**src/rtl/mux_round_robin_arbiter.sv**
```systemverilog
// Round-robin arbiter that owns the select of a shared N:1 data mux and
// presents the winner's word downstream through a Valid/Ready handshake.
module mux_round_robin_arbiter #(
    parameter int NUM_REQUESTERS = 4,
    parameter int DATA_WIDTH     = 8
) (
    input  logic                                 Clock_In,
    input  logic                                 Reset_n_In,
    input  logic [NUM_REQUESTERS-1:0]            Request_In,
    input  logic [NUM_REQUESTERS*DATA_WIDTH-1:0] Data_In,
    input  logic                                 Ready_In,
    output logic [NUM_REQUESTERS-1:0]            Grant_Out,
    output logic [$clog2(NUM_REQUESTERS)-1:0]    Select_Out,
    output logic                                 Valid_Out,
    output logic [DATA_WIDTH-1:0]                Data_Out,
    output logic [NUM_REQUESTERS-1:0]            Ack_Out
);

    localparam int SELECT_WIDTH = $clog2(NUM_REQUESTERS);
    localparam logic [SELECT_WIDTH:0]   N_W      = (SELECT_WIDTH+1)'(NUM_REQUESTERS);
    localparam logic [SELECT_WIDTH-1:0] LAST_IDX = SELECT_WIDTH'(NUM_REQUESTERS-1);

    typedef enum logic [1:0] {IDLE, GRANT, ACK} state_t;

    state_t                    r_state;
    state_t                    w_next_state;
    logic [SELECT_WIDTH-1:0]   r_ptr;
    logic [SELECT_WIDTH-1:0]   r_sel;
    logic [NUM_REQUESTERS-1:0] r_grant;
    logic [NUM_REQUESTERS-1:0] r_ack;
    logic [SELECT_WIDTH:0]     w_cand;
    logic [SELECT_WIDTH-1:0]   w_win_sel;
    logic                      w_found;
    logic [SELECT_WIDTH-1:0]   w_ptr_next;

    // Search upward from the pointer; the wrap is an explicit subtract so
    // non power-of-two requester counts behave.
    always_comb begin
        w_found   = 1'b0;
        w_win_sel = '0;
        w_cand    = '0;
        for (int i = 0; i < NUM_REQUESTERS; i++) begin
            w_cand = {1'b0, r_ptr} + (SELECT_WIDTH+1)'(i);
            if (w_cand >= N_W) begin
                w_cand = w_cand - N_W;
            end
            if (!w_found && Request_In[w_cand[SELECT_WIDTH-1:0]]) begin
                w_found   = 1'b1;
                w_win_sel = w_cand[SELECT_WIDTH-1:0];
            end
        end
    end

    assign w_ptr_next = (r_sel == LAST_IDX) ? '0 : r_sel + SELECT_WIDTH'(1);

    // Handshake has priority over withdrawal when both happen on one edge.
    always_comb begin
        w_next_state = r_state;
        case (r_state)
            IDLE:    if (w_found) w_next_state = GRANT;
            GRANT: begin
                if (Ready_In)                w_next_state = ACK;
                else if (!Request_In[r_sel]) w_next_state = IDLE;
            end
            ACK:     w_next_state = IDLE;
            default: w_next_state = IDLE;
        endcase
    end

    always_ff @(posedge Clock_In or negedge Reset_n_In) begin
        if (!Reset_n_In) begin
            r_state <= IDLE;
        end else begin
            r_state <= w_next_state;
        end
    end

    always_ff @(posedge Clock_In or negedge Reset_n_In) begin
        if (!Reset_n_In) begin
            r_ptr   <= '0;
            r_sel   <= '0;
            r_grant <= '0;
            r_ack   <= '0;
        end else begin
            case (r_state)
                IDLE: begin
                    if (w_found) begin
                        r_sel   <= w_win_sel;
                        r_grant <= NUM_REQUESTERS'(1) << w_win_sel;
                    end
                end
                GRANT: begin
                    if (Ready_In) begin
                        r_ack   <= r_grant;
                        r_grant <= '0;
                        r_ptr   <= w_ptr_next;
                    end else if (!Request_In[r_sel]) begin
                        r_grant <= '0;
                    end
                end
                ACK:     r_ack <= '0;
                default: begin
                    r_grant <= '0;
                    r_ack   <= '0;
                end
            endcase
        end
    end

    assign Grant_Out  = r_grant;
    assign Select_Out = r_sel;
    assign Valid_Out  = (r_state == GRANT);
    assign Ack_Out    = r_ack;
    assign Data_Out   = Valid_Out ? Data_In[r_sel*DATA_WIDTH +: DATA_WIDTH] : '0;

endmodule

```
**config.mk**
```make
export PLATFORM = sky130hd
export DESIGN_NAME = mux_round_robin_arbiter
export DESIGN_NICKNAME = d
export VERILOG_FILES = /design/src/rtl/mux_round_robin_arbiter.sv
export SDC_FILE = /design/constraint.sdc
export NUM_CORES = 1
export LEC_CHECK = 0
export CAP_MARGIN = 40
export CORE_ASPECT_RATIO = 0.6
export CORE_MARGIN = 1
export CORE_UTILIZATION = 39
export CTS_CLUSTER_DIAMETER = 60
export DETAILED_ROUTE_END_ITERATION = 8
export PLACE_DENSITY = 0.91
export SETUP_SLACK_MARGIN = 0.02
export SLEW_MARGIN = 20
export SYNTH_ARGS = -nofsm -noshare
export SYNTH_HDL_FRONTEND = slang
export SYNTH_SLANG_ARGS = --single-unit
export TNS_END_PERCENT = 100
```
**constraint.sdc**
```tcl
create_clock -name Clock_In -period 2.32 [get_ports Clock_In]
set_input_delay 0.464 -clock Clock_In [delete_from_list [all_inputs] [get_ports Clock_In]]
set_output_delay 0.464 -clock Clock_In [all_outputs]
set_load 0.005 [all_outputs]
```
======== Word-level counts from Yosys, hierarchy flattened ========
Cells that the tools add are included.
word-level totals
  bits in latches ......................... 0
  bits in read-only memories .............. 0
  RAM bits ................................ 0
  memories ................................ 0
  register bits after elaboration ......... 14
  input bits .............................. 39
cells by class
  add/sub/neg operators ................... 8
  muxes and demuxes ....................... 34
  bitwise logic cells ..................... 2
  shift-type cells ........................ 2
  eq/ne operators ......................... 6
  $lt $le $gt $ge ......................... 9
  div/mod/pow operators ................... 0
  $mul .................................... 0
  reduce and logical (&&, ||, !) cells .... 12
operators with widths
  cell                                                                number
  indexed part select 32 x 6 -> 8 bit                                 1
  two-way mux 2 bit                                                   12
  two-way mux 4 bit                                                   4
  < comparator 2 x 3 -> 1 bit (second input constant)                 5
  case mux 4 bit (3 select lines)                                     1
  binary-select mux 1 bit (select 2 bit)                              5
  greater-or-equal comparator 3 bit (second input constant)           3
  two-way mux 1 bit                                                   9
  two-way mux 8 bit                                                   1
  case mux 4 bit (2 select lines)                                     1
  AND reduction 2 bit                                                 4
  subtractor 2 x 1 -> 2 bit (second input constant)                   4
  adder 2 x 2 -> 3 bit (second input constant)                        2
  equality test 2 bit (second input constant)                         2
  inequality test 2 bit (second input constant)                       2
  case mux 2 bit (2 select lines)                                     1
  left shift 1 x 2 -> 4 bit (first input constant)                    1
  adder 2 x 1 -> 3 bit (second input constant)                        1
  greater-or-equal comparator 2 x 3 -> 1 bit (second input constant)  1
  logical AND 1 bit                                                   3
  zero test 1 bit                                                     3
  inequality test 3 bit (second input constant)                       1
  AND reduction 3 bit                                                 1
  adder 2 x 1 -> 2 bit (second input constant)                        1
  other kinds (3)                                                     4

======== Longest topological paths before layout ========
Gate-level depths: netlist of the first run.
  depth in word-level cells ............... 17
  gate-level depth with buffers ........... 5

======== Worst setup path after synthesis of the first run ========
Ideal clock, no wire load.
  path type ............................... register to output
  start point ............................. register r_sel[0], in the netlist Select_Out[0]
  end point ............................... output Data_Out[0]
  arrival ................................. 1.278 ns
  data required time ...................... 1.856 ns
  stages on the path, launching flop included .. 4
  path slack .............................. 0.578 ns
  buffers on the path ..................... 1
  path through ............................ dfrtp_1 buf_4 mux4_2 and2_1
on the way
  longest elaborated chain between the ends .. 2
ends and longest elaborated chain
  item                                 RTL line  text
  start, declared                      28        logic [SELECT_WIDTH-1:0] r_sel;
  start signal, assigned               88        r_sel <= w_win_sel;
  indexed part select 32 x 6 -> 8 bit  114       assign Data_Out = Valid_Out ? Data_In[r_sel*DATA_WIDTH +: DATA_WIDTH] : '0;
  two-way mux 8 bit                    114
  end, declared                        15        output logic [DATA_WIDTH-1:0] Data_Out,
Every way passes these cells.

======== Worst setup path in the final report of the first run ========
  start point ............................. input Data_In[24]
  end point ............................... output Data_Out[0]
on the way
  longest elaborated chain between the ends .. 2
ends and longest elaborated chain
  item                                 RTL line  text
  start, declared                      10        input logic [NUM_REQUESTERS*DATA_WIDTH-1:0] Data_In,
  indexed part select 32 x 6 -> 8 bit  114
  two-way mux 8 bit                    114
Every way passes these cells.

==> results.py, run 1 <==
metrics = {
    "sta": {
        "final.setup.tns_ns": 0,
        "setup_ws_ns": 0.0616,
        "period_share_pct": 97.3,
        "fin_crit_ns": 2.26,
        "slew_violations": 0,
        "setup_viol": 0,
        "rsz0062_at_grt": "no",
        "tightest_slew_ns": 0.642,
        "max_freq_mhz": 443,
        "finalClockSkew_ns": 0.00202,
        "finalHoldViolCount": 0,
        "slew_headroom_pct": 57.1,
    },
    "route": {
        "detail_route.wl_per_cell_um": 16.9,
        "vias": 885,
        "drt-total-wl_mm": 2.91,
        "drtPass1Iterations": 4,
        "drc": 0,
        "avgViaCountPerCell": 5.15,
        "antenna_left": 0,
        "drtIter0Drc": 32,
    },
    "critical_path": {
        "cp.required_ns": 1.86,
        "arrival_ns": 1.79,
        "critPathCaptureType": "output port",
        "crit_slowest_cell": "mux4_2",
        "crit_type": "primary input to output port",
        "worst_setup_path_start_kind": "primary input",
        "cp_max_fo": 1,
        "slowest_delay_ns": 0.48,
        "cp_cell_sequence": "clkdlybuf4s50_1, mux4_2, and2_1, dlygate4sd2_1",
    },
    "final_layout": {
        "drive_above_1_share_pct": 19.0,
        "n_fill_cell": 161,
        "area_delta_synth_final_pct": 73.5,
        "fin_nets": 183,
        "finish.instance_area_mm2": 0.00161,
        "diodes": 0,
    },
    "floorplanning": {
        "coreArea_mm2": 0.00221,
        "start_util_pct": 41.9,
        "die_h_um": 39.8,
        "rows": 13,
        "io_pins": 58,
        "die_x_um": 64.9,
        "die-area_mm2": 0.00258,
    },
    "clock_tree": {
        "path_clk_slew_ns": 0.06,
        "clk_latency_ns": 0.25,
        "cts_buffer_depth": 2,
        "cts_hold_buf": 0,
        "cts.sinks": 14,
        "cts_buffers": 3,
        "cts_tree": "yes",
        "cts-root-buf": "clkbuf_8",
        "htreeDepth": 1,
    },
    "global_route": {
        "grt_max_degree": 15,
        "groute.usage.overall_pct": 24.1,
        "grt_util_met2_pct": 41.4,
        "grt_pass1_wl_mm": 4.28,
        "antenna_found_initial": 0,
        "busiest_layer": "met2",
        "met3_usage_pct": 5.23,
        "grt_pass1_vias": 855,
        "grt_overflow": 0,
        "grt_use_met1_pct": 31.5,
    },
    "power_and_ir_drop": {
        "peakVddDrop_v": 0.000609,
        "combPwrFrac_pct": 58.6,
        "p_leak_nw": 0.670,
        "swShare_pct": 34.6,
        "power_switching_w": 0.000590,
        "p_int_w": 0.00111,
        "clockPowerShare_pct": 13.9,
        "power.density_mw_per_mm2": 1060,
        "p_seq_share_pct": 27.5,
    },
    "synthesis": {
        "ys_seq_elements": 14,
        "async_reset_ff_share_pct": 100,
        "syn_nets": 118,
        "ys_types": 31,
        "syn_inst": 78,
        "ys.warnings.count": 0,
        "seq_area_frac_synth_pct": 37.8,
        "syn_area_um2": 927,
        "syn_area_per_cell_um2": 11.9,
        "synth-edff-count": 0,
        "synth_top_flop_cell": "dfrtp_1",
    },
    "placed_design": {
        "gp_congestion": 0.738,
        "place_hpwl_mm": 2.38,
        "io_buffers": 57,
        "post_dp_cell_area_mm2": 0.00156,
        "pre_cts_slack_ns": -0.124,
    },
    "status": {
        "status": "finished, final reports clean",
    },
    "min_path": {
        "hp-class": "register to register",
    },
    "flow_run": {
        "drv_cap": 0,
    },
}
kinds of logic after synthesis:
logic type | Yosys count | share of synthesized area (%)
fa+ha+maj | 1 | 1.35
mux | 13 | 26.6
flops | 14 | 37.8
simple gates | 27 | 17.1
buf+inv | 5 | 2.70
compound gates | 18 | 14.4
final timing paths:
path	from	end	slack, ns	cells after the start
max	Data_In[24]	Data_Out[0]	0.06	4
min	Ack_Out[1]	Ack_Out[1]	0.53	2
max reg2reg	Select_Out[0]	Grant_Out[0]	0.59	6
min reg2reg	Ack_Out[1]	Ack_Out[1]	0.53	2
max in group asynchronous	Reset_n_In	Select_Out[0]	1.26	1
min in group asynchronous	Reset_n_In	Ack_Out[0]	0.61	1
routing by layer:
layer | up-vias | wire length, µm
met2 | 13 | 1580
li1 | 431 | -
met4 | 0 | 10
met3 | 3 | 83
met5 | - | 0
met1 | 438 | 1230
state kept, by name, summed over array words and instances, names as in the netlist:
signal	flops
Ack_Out	4
Grant_Out	4
Select_Out	2
r_ptr	2
r_state	2
Yosys cell counts, types with 2 or more instances:
library cell / count / area, µm²
mux4_2: 9 / 203
nand3_1: 4 / 20.0
and2_1: 8 / 50.1
mux2_2: 2 / 22.5
a32o_1: 4 / 40.0
a21oi_1: 6 / 30.0
nand2_1: 7 / 26.3
nand2b_1: 2 / 12.5
dfrtp_1: 14 / 350
area by class of cell:
class,count,area (µm²),share of cell area (%)
Multi-Input combinational cell,59,552,34.3
Tap cell,30,37.5,2.33
Inverter,2,7.51,0.467
Sequential cell,14,352,21.9
Clock buffer,4,55.1,3.42
Timing Repair Buffer,63,606,37.6
cells in the final DEF, fill, tap and decap left out, types with 2 or more instances in the layout:
master,netlist,final
clkbuf_8,0,4
nand2_1,7,7
a21oi_1,6,6
a32o_1,4,4
and2_1,8,8
dfrtp_1,14,13
nand2b_1,2,2
dlygate4sd2_1,0,8
mux4_2,9,9
buf_4,1,6
nand3_1,4,4
mux2_2,2,2
clkdlybuf4s50_1,0,49
metrics by stage:
step,cells,hold WS (ns),total power (W),util (%)
2_1_floorplan,78,0.168,0.000989,-
3_3_place_gp,167,0.513,0.00146,70.3
3_5_place_dp,167,0.520,0.00151,70.3
4_1_cts,172,0.528,0.00172,72.7
5_1_grt,172,0.547,0.00182,72.7
6_report,172,0.528,0.00170,72.7
power by group through the flow:
stage	clock (W)	sequential, W	combinational [W]
4_1_cts	0.000243	0.000465	0.00101
3_5_place_dp	0	0.000471	0.00104
6_report	0.000237	0.000468	0.000999
5_1_grt	0.000254	0.000485	0.00108
3_3_place_gp	0	0.000462	0.000998
2_1_floorplan	0	0.000434	0.000555
worst max-delay path, delay by kind of cell:
family | cells | cell delay [ns]
buffers and inverters | 2 | 0.68
multiplexers | 1 | 0.48
AND/OR/NAND/NOR | 1 | 0.17
timing repair:
item                       4_1_cts  5_1_grt
gates resized for setup          9        0
setup buffers                    1        0
setup endpoints to repair        8        0
Power figures use the tool's default switching activity.
==> run 2, diff against run 1 <==
--- a/config.mk
+++ b/config.mk
@@ -7,12 +7,13 @@
 export LEC_CHECK = 0
 export CAP_MARGIN = 40
 export CORE_ASPECT_RATIO = 0.6
-export CORE_MARGIN = 1
+export CORE_MARGIN = 4
 export CORE_UTILIZATION = 39
 export CTS_CLUSTER_DIAMETER = 60
 export DETAILED_ROUTE_END_ITERATION = 8
-export PLACE_DENSITY = 0.91
+export PLACE_DENSITY = 0.85
 export SETUP_SLACK_MARGIN = 0.02
+export SKIP_CTS_REPAIR_TIMING = 1
 export SLEW_MARGIN = 20
 export SYNTH_ARGS = -nofsm -noshare
 export SYNTH_HDL_FRONTEND = slang
==> run 2 against run 1 <==
Effect of this change:
- flip-flop and latch count did not move
- non-clock buffer count fell by 3
- die area rose by 26%
- power rose by 0.72%
- design area rose by 1.2%
- maximum frequency rose by 3.1%
- first-iteration DRC count rose by 28%
- combinational power barely moved
- via count rose by 2.9%
- critical path type is now register to output port
- largest cell class unchanged
- largest power group unchanged
- highest routed layer unchanged
==> results.py, run 2 (same netlist as run 1, synthesis figures left out) <==
metrics = {
    "final_layout": {
        "drive_above_1_share_pct": 16.5,
        "final_common_cell": "clkdlybuf4s50_1",
        "fin_util_pct": 73.6,
        "mostFrequentLayoutCells": "49 x clkdlybuf4s50_1, 14 x dfrtp_1, 9 x mux4_2",
        "fin_cells": 169,
        "fin_nets": 180,
        "area_delta_synth_final_pct": 75.6,
        "diodes": 0,
    },
    "route": {
        "route.met3.wl_um": 173,
        "topRoutingLayerUsed": "met4",
        "detail_route.wl_per_cell_um": 18.0,
        "vias": 911,
        "avgViaCountPerCell": 5.39,
        "antenna_left": 0,
        "drc": 0,
        "drtPass1Iterations": 5,
        "drt-total-wl_mm": 3.04,
        "dr_wl_met2_mm": 1.61,
        "drtIter0Drc": 41,
        "met1Wirelength_mm": 1.22,
    },
    "floorplanning": {
        "die_h_um": 45.8,
        "coreArea_mm2": 0.00221,
        "start_util_pct": 41.9,
        "die_x_um": 70.9,
        "rows": 13,
        "die-area_mm2": 0.00325,
        "io_pins": 58,
    },
    "clock_tree": {
        "path_clk_slew_ns": 0.06,
        "clk_latency_ns": 0.24,
        "cts_buffer_depth": 2,
        "cts.sinks": 14,
        "cts-root-buf": "clkbuf_8",
        "htreeDepth": 1,
        "cts_buffers": 3,
        "cts_tree": "yes",
    },
    "sta": {
        "slew_headroom_pct": 59.6,
        "period_share_pct": 94.4,
        "finalClockSkew_ns": 0.00240,
        "rsz0062_at_grt": "no",
        "tightest_slew_ns": 0.604,
        "setup_viol": 0,
        "finalHoldViolCount": 0,
        "fin_crit_ns": 2.19,
        "max_freq_mhz": 457,
        "slew_violations": 0,
    },
    "placed_design": {
        "place_hpwl_mm": 2.54,
        "place_inst": 163,
        "io_buffers": 57,
        "gp_congestion": 0.718,
    },
    "power_and_ir_drop": {
        "power.density_mw_per_mm2": 1050,
        "power_w": 0.00172,
        "peakVddDrop_v": 0.000774,
        "p_leak_nw": 0.754,
    },
    "critical_path": {
        "crit_type": "register to output port",
        "r2r_start": "Select_Out[0]",
        "worst_setup_path_start_kind": "register",
        "ff2ff_setup_slack_ns": 0.59,
        "rr_worst_depth": 6,
        "r2r-end": "Grant_Out[2]",
        "critPathCaptureType": "output port",
        "arrival_ns": 1.73,
        "cp.required_ns": 1.86,
        "cp_max_fo": 9,
    },
    "global_route": {
        "antenna_found_initial": 0,
        "grt_max_degree": 15,
        "grt_pass1_wl_mm": 4.69,
        "grt_overflow": 0,
        "grt_pass1_vias": 958,
        "groute.usage.overall_pct": 19.3,
    },
    "flow_run": {
        "drv_cap": 0,
    },
    "min_path": {
        "hp-class": "register to register",
        "hold_depth": 2,
        "min_from": "Ack_Out[3]",
        "holdPathEnd": "Ack_Out[3]",
    },
    "status": {
        "status": "finished, final reports clean",
    },
}
-- run 2: changes by cell type in the layout (fill, tap and decap cells not counted) --
cell            before  now
buf_12               0    1
buf_4                6    2
dfrtp_1             13   14
dfrtp_2              1    0
dlygate4sd2_1        8    0
dlymetal6s2s_1       0    8
-- run 2: metrics by stage --
stage	setup slack [ns]	hold slack [ns]	area [µm²]	TNS, ns
2_1_floorplan	0.578	0.168	927	0
3_3_place_gp	-0.0632	0.513	1540	-0.442
3_5_place_dp	-0.0943	0.516	1540	-0.633
4_1_cts	-0.0943	0.531	1590	-0.635
5_1_grt	0.0559	0.557	1630	0
6_report	0.130	0.530	1630	0
-- run 2: area by class of cell --
type | count | area (µm²)
Fill cell | 161 | 584
Inverter | 2 | 7.51
Clock buffer | 4 | 55.1
Timing Repair Buffer | 60 | 626
Multi-Input combinational cell | 59 | 552
Sequential cell | 14 | 350
Tap cell | 30 | 37.5
-- run 2: how the worst max path moves through the flow --
stage                        from           to  slack [ns]  depth (start not counted)
floorplan           Select_Out[0]  Data_Out[0]        0.58                          3
global placement      Data_In[30]  Data_Out[6]       -0.06                          4
detailed placement    Data_In[28]  Data_Out[4]       -0.09                          4
CTS                   Data_In[28]  Data_Out[4]       -0.09                          4
global route        Select_Out[0]  Data_Out[4]        0.06                          5
finish              Select_Out[0]  Data_Out[4]        0.13                          5
-- run 2: power breakdown --
group / internal (W) / total, W / leakage, nW / switching (W)
sequential: 0.000339 / 0.000480 / 0.181 / 0.000142
clock: 0.000150 / 0.000234 / 0.0288 / 0.0000842
combinational: 0.000638 / 0.00100 / 0.545 / 0.000363
total: 0.00113 / 0.00172 / 0.754 / 0.000589
-- run 2: metal layers --
layer,up-vias,global-route usage [%]
met4,0,5.24
met3,4,3.96
met1,455,25.3
met5,-,0
li1,428,-
met2,24,33.1
-- run 2: worst max-delay path, cell delays in order, from the launching register on --
cell	delay, ns
dfrtp_1	0.39
buf_12	0.15
buf_4	0.14
mux4_2	0.50
and2_1	0.17
dlymetal6s2s_1	0.14
==> run 3, diff against run 2 <==
--- a/config.mk
+++ b/config.mk
@@ -6,12 +6,13 @@
 export NUM_CORES = 1
 export LEC_CHECK = 0
 export CAP_MARGIN = 40
-export CORE_ASPECT_RATIO = 0.6
 export CORE_MARGIN = 4
-export CORE_UTILIZATION = 39
+export CORE_UTILIZATION = 60
+export CTS_BUF_LIST = sky130_fd_sc_hd__clkbuf_16
 export CTS_CLUSTER_DIAMETER = 60
 export DETAILED_ROUTE_END_ITERATION = 8
-export PLACE_DENSITY = 0.85
+export DONT_BUFFER_PORTS = 1
+export PLACE_DENSITY = 0.76
 export SETUP_SLACK_MARGIN = 0.02
 export SKIP_CTS_REPAIR_TIMING = 1
 export SLEW_MARGIN = 20
==> constraint.sdc (replaced) <==
create_clock -name Clock_In -period 2.2 [get_ports Clock_In]
set_input_delay 0.44 -clock Clock_In [delete_from_list [all_inputs] [get_ports Clock_In]]
set_output_delay 0.44 -clock Clock_In [all_outputs]
set_load 0.005 [all_outputs]
==> run 3 against run 2 <==
Effect of this change:
- wire length decreased by 35%
- power decreased by 15%
- via count decreased by 24%
- clock-buffer cell count decreased by 1
- first-iteration DRC count decreased by 71%
- largest power group unchanged
- design area decreased by 38%
- sequential share of layout area increased by 13 points
- largest cell class is now multi-input combinational cells
- critical path type unchanged
==> results.py, run 3 (same netlist as run 1, synthesis figures left out) <==
metrics = {
    "global_route": {
        "grt_pass1_vias": 647,
        "grt_max_degree": 15,
        "grt_pass1_wl_mm": 2.79,
        "groute.usage.overall_pct": 18.3,
        "antenna_found_initial": 0,
        "grt_overflow": 0,
    },
    "floorplanning": {
        "die_x_um": 47.3,
        "rows": 13,
        "io_pins": 58,
        "die-area_mm2": 0.00224,
        "die_h_um": 47.3,
        "start_util_pct": 67.1,
        "coreArea_mm2": 0.00138,
    },
    "route": {
        "drc": 0,
        "antenna_left": 0,
        "drtPass1Iterations": 4,
        "avgViaCountPerCell": 7.34,
        "vias": 690,
        "drt-total-wl_mm": 1.97,
        "drtIter0Drc": 12,
        "detail_route.wl_per_cell_um": 21.0,
    },
    "final_layout": {
        "fin_nets": 121,
        "diodes": 0,
        "drive_above_1_share_pct": 25.3,
        "mostFrequentLayoutCells": "13 x dfrtp_1, 9 x mux4_2, 8 x and2_1",
        "fin_cells": 94,
        "area_delta_synth_final_pct": 9.45,
        "final_common_cell": "dfrtp_1",
        "fin_util_pct": 73.4,
    },
    "critical_path": {
        "crit_type": "register to output port",
        "cp_max_fo": 13,
        "cp.required_ns": 1.76,
        "critPathCaptureType": "output port",
        "worst_setup_path_start_kind": "register",
        "arrival_ns": 1.55,
        "ff2ff_setup_slack_ns": 0.51,
    },
    "clock_tree": {
        "cts_buffer_depth": 2,
        "cts-root-buf": "clkbuf_16",
        "cts_tree": "yes",
        "htreeDepth": 1,
        "cts.sinks": 14,
        "path_clk_slew_ns": 0.04,
        "clk_latency_ns": 0.24,
        "cts_buffers": 3,
    },
    "power_and_ir_drop": {
        "p_leak_nw": 0.409,
        "peakVddDrop_v": 0.000962,
        "power.density_mw_per_mm2": 1440,
    },
    "status": {
        "status": "finished, final reports clean",
    },
    "sta": {
        "slew_headroom_pct": 59.5,
        "slew_violations": 0,
        "rsz0062_at_grt": "no",
        "fin_crit_ns": 1.99,
        "holdWs_ns": 0.359,
        "setup_viol": 0,
        "tightest_slew_ns": 0.606,
        "finalClockSkew_ns": 0.00111,
        "finalHoldViolCount": 0,
        "period_share_pct": 90.3,
        "max_freq_mhz": 504,
    },
    "placed_design": {
        "gp_congestion": 0.846,
        "place_hpwl_mm": 1.54,
        "place_inst": 90,
        "io_buffers": 0,
    },
    "flow_run": {
        "drv_cap": 0,
    },
    "min_path": {
        "hp-class": "primary input to register",
    },
}
==> run 3: path summary, 6_finish.rpt <==
kind	from	to	cells after the start
worst max-delay path	Select_Out[0]	Data_Out[2]	2
worst min-delay path	Ready_In	Ack_Out[0]	2
worst max register to register	Select_Out[0]	Grant_Out[2]	4
worst min register to register	Ack_Out[1]	Ack_Out[1]	2
max in group asynchronous	Reset_n_In	Select_Out[0]	1
min in group asynchronous	Reset_n_In	Ack_Out[3]	1
==> run 3: routing by layer <==
metal | GRT usage, % | share of wire [%]
met1 | 20.3 | 35
met2 | 31.8 | 50
met3 | 6.51 | 15
met4 | 6.63 | 0.96
met5 | 0 | 0
==> run 3: through the flow <==
stage                     worst slack [ns]  cell area (µm²)  setup TNS (ns)  total power, W
after global placement               0.251              928               0         0.00112
final                                0.214             1010               0         0.00146
after detailed placement             0.230              928               0         0.00114
after CTS                          -0.0320             1000          -0.139         0.00148
after global routing                 0.138             1010               0         0.00158
after floorplan                      0.482              927               0         0.00104
==> run 3: layout make-up <==
cell class,instances,area [µm²]
Multi-Input combinational cell,59,552
Fill cell,92,368
Inverter,2,7.51
Tap cell,15,18.8
Sequential cell,14,352
Clock buffer,3,75.1
Timing Repair Buffer,1,10.0
==> run 3: power by group <==
part	total (W)	switching, W	internal, W
combinational	0.000578	0.000235	0.000343
clock	0.000332	0.0000951	0.000237
sequential	0.000554	0.000194	0.000360
total	0.00146	0.000525	0.000939
==> run 3: worst max-delay path, cell delays in order (launching register included) <==
cell and delay [ns]:
dfrtp_2 0.57, mux4_2 0.54, and2_1 0.19
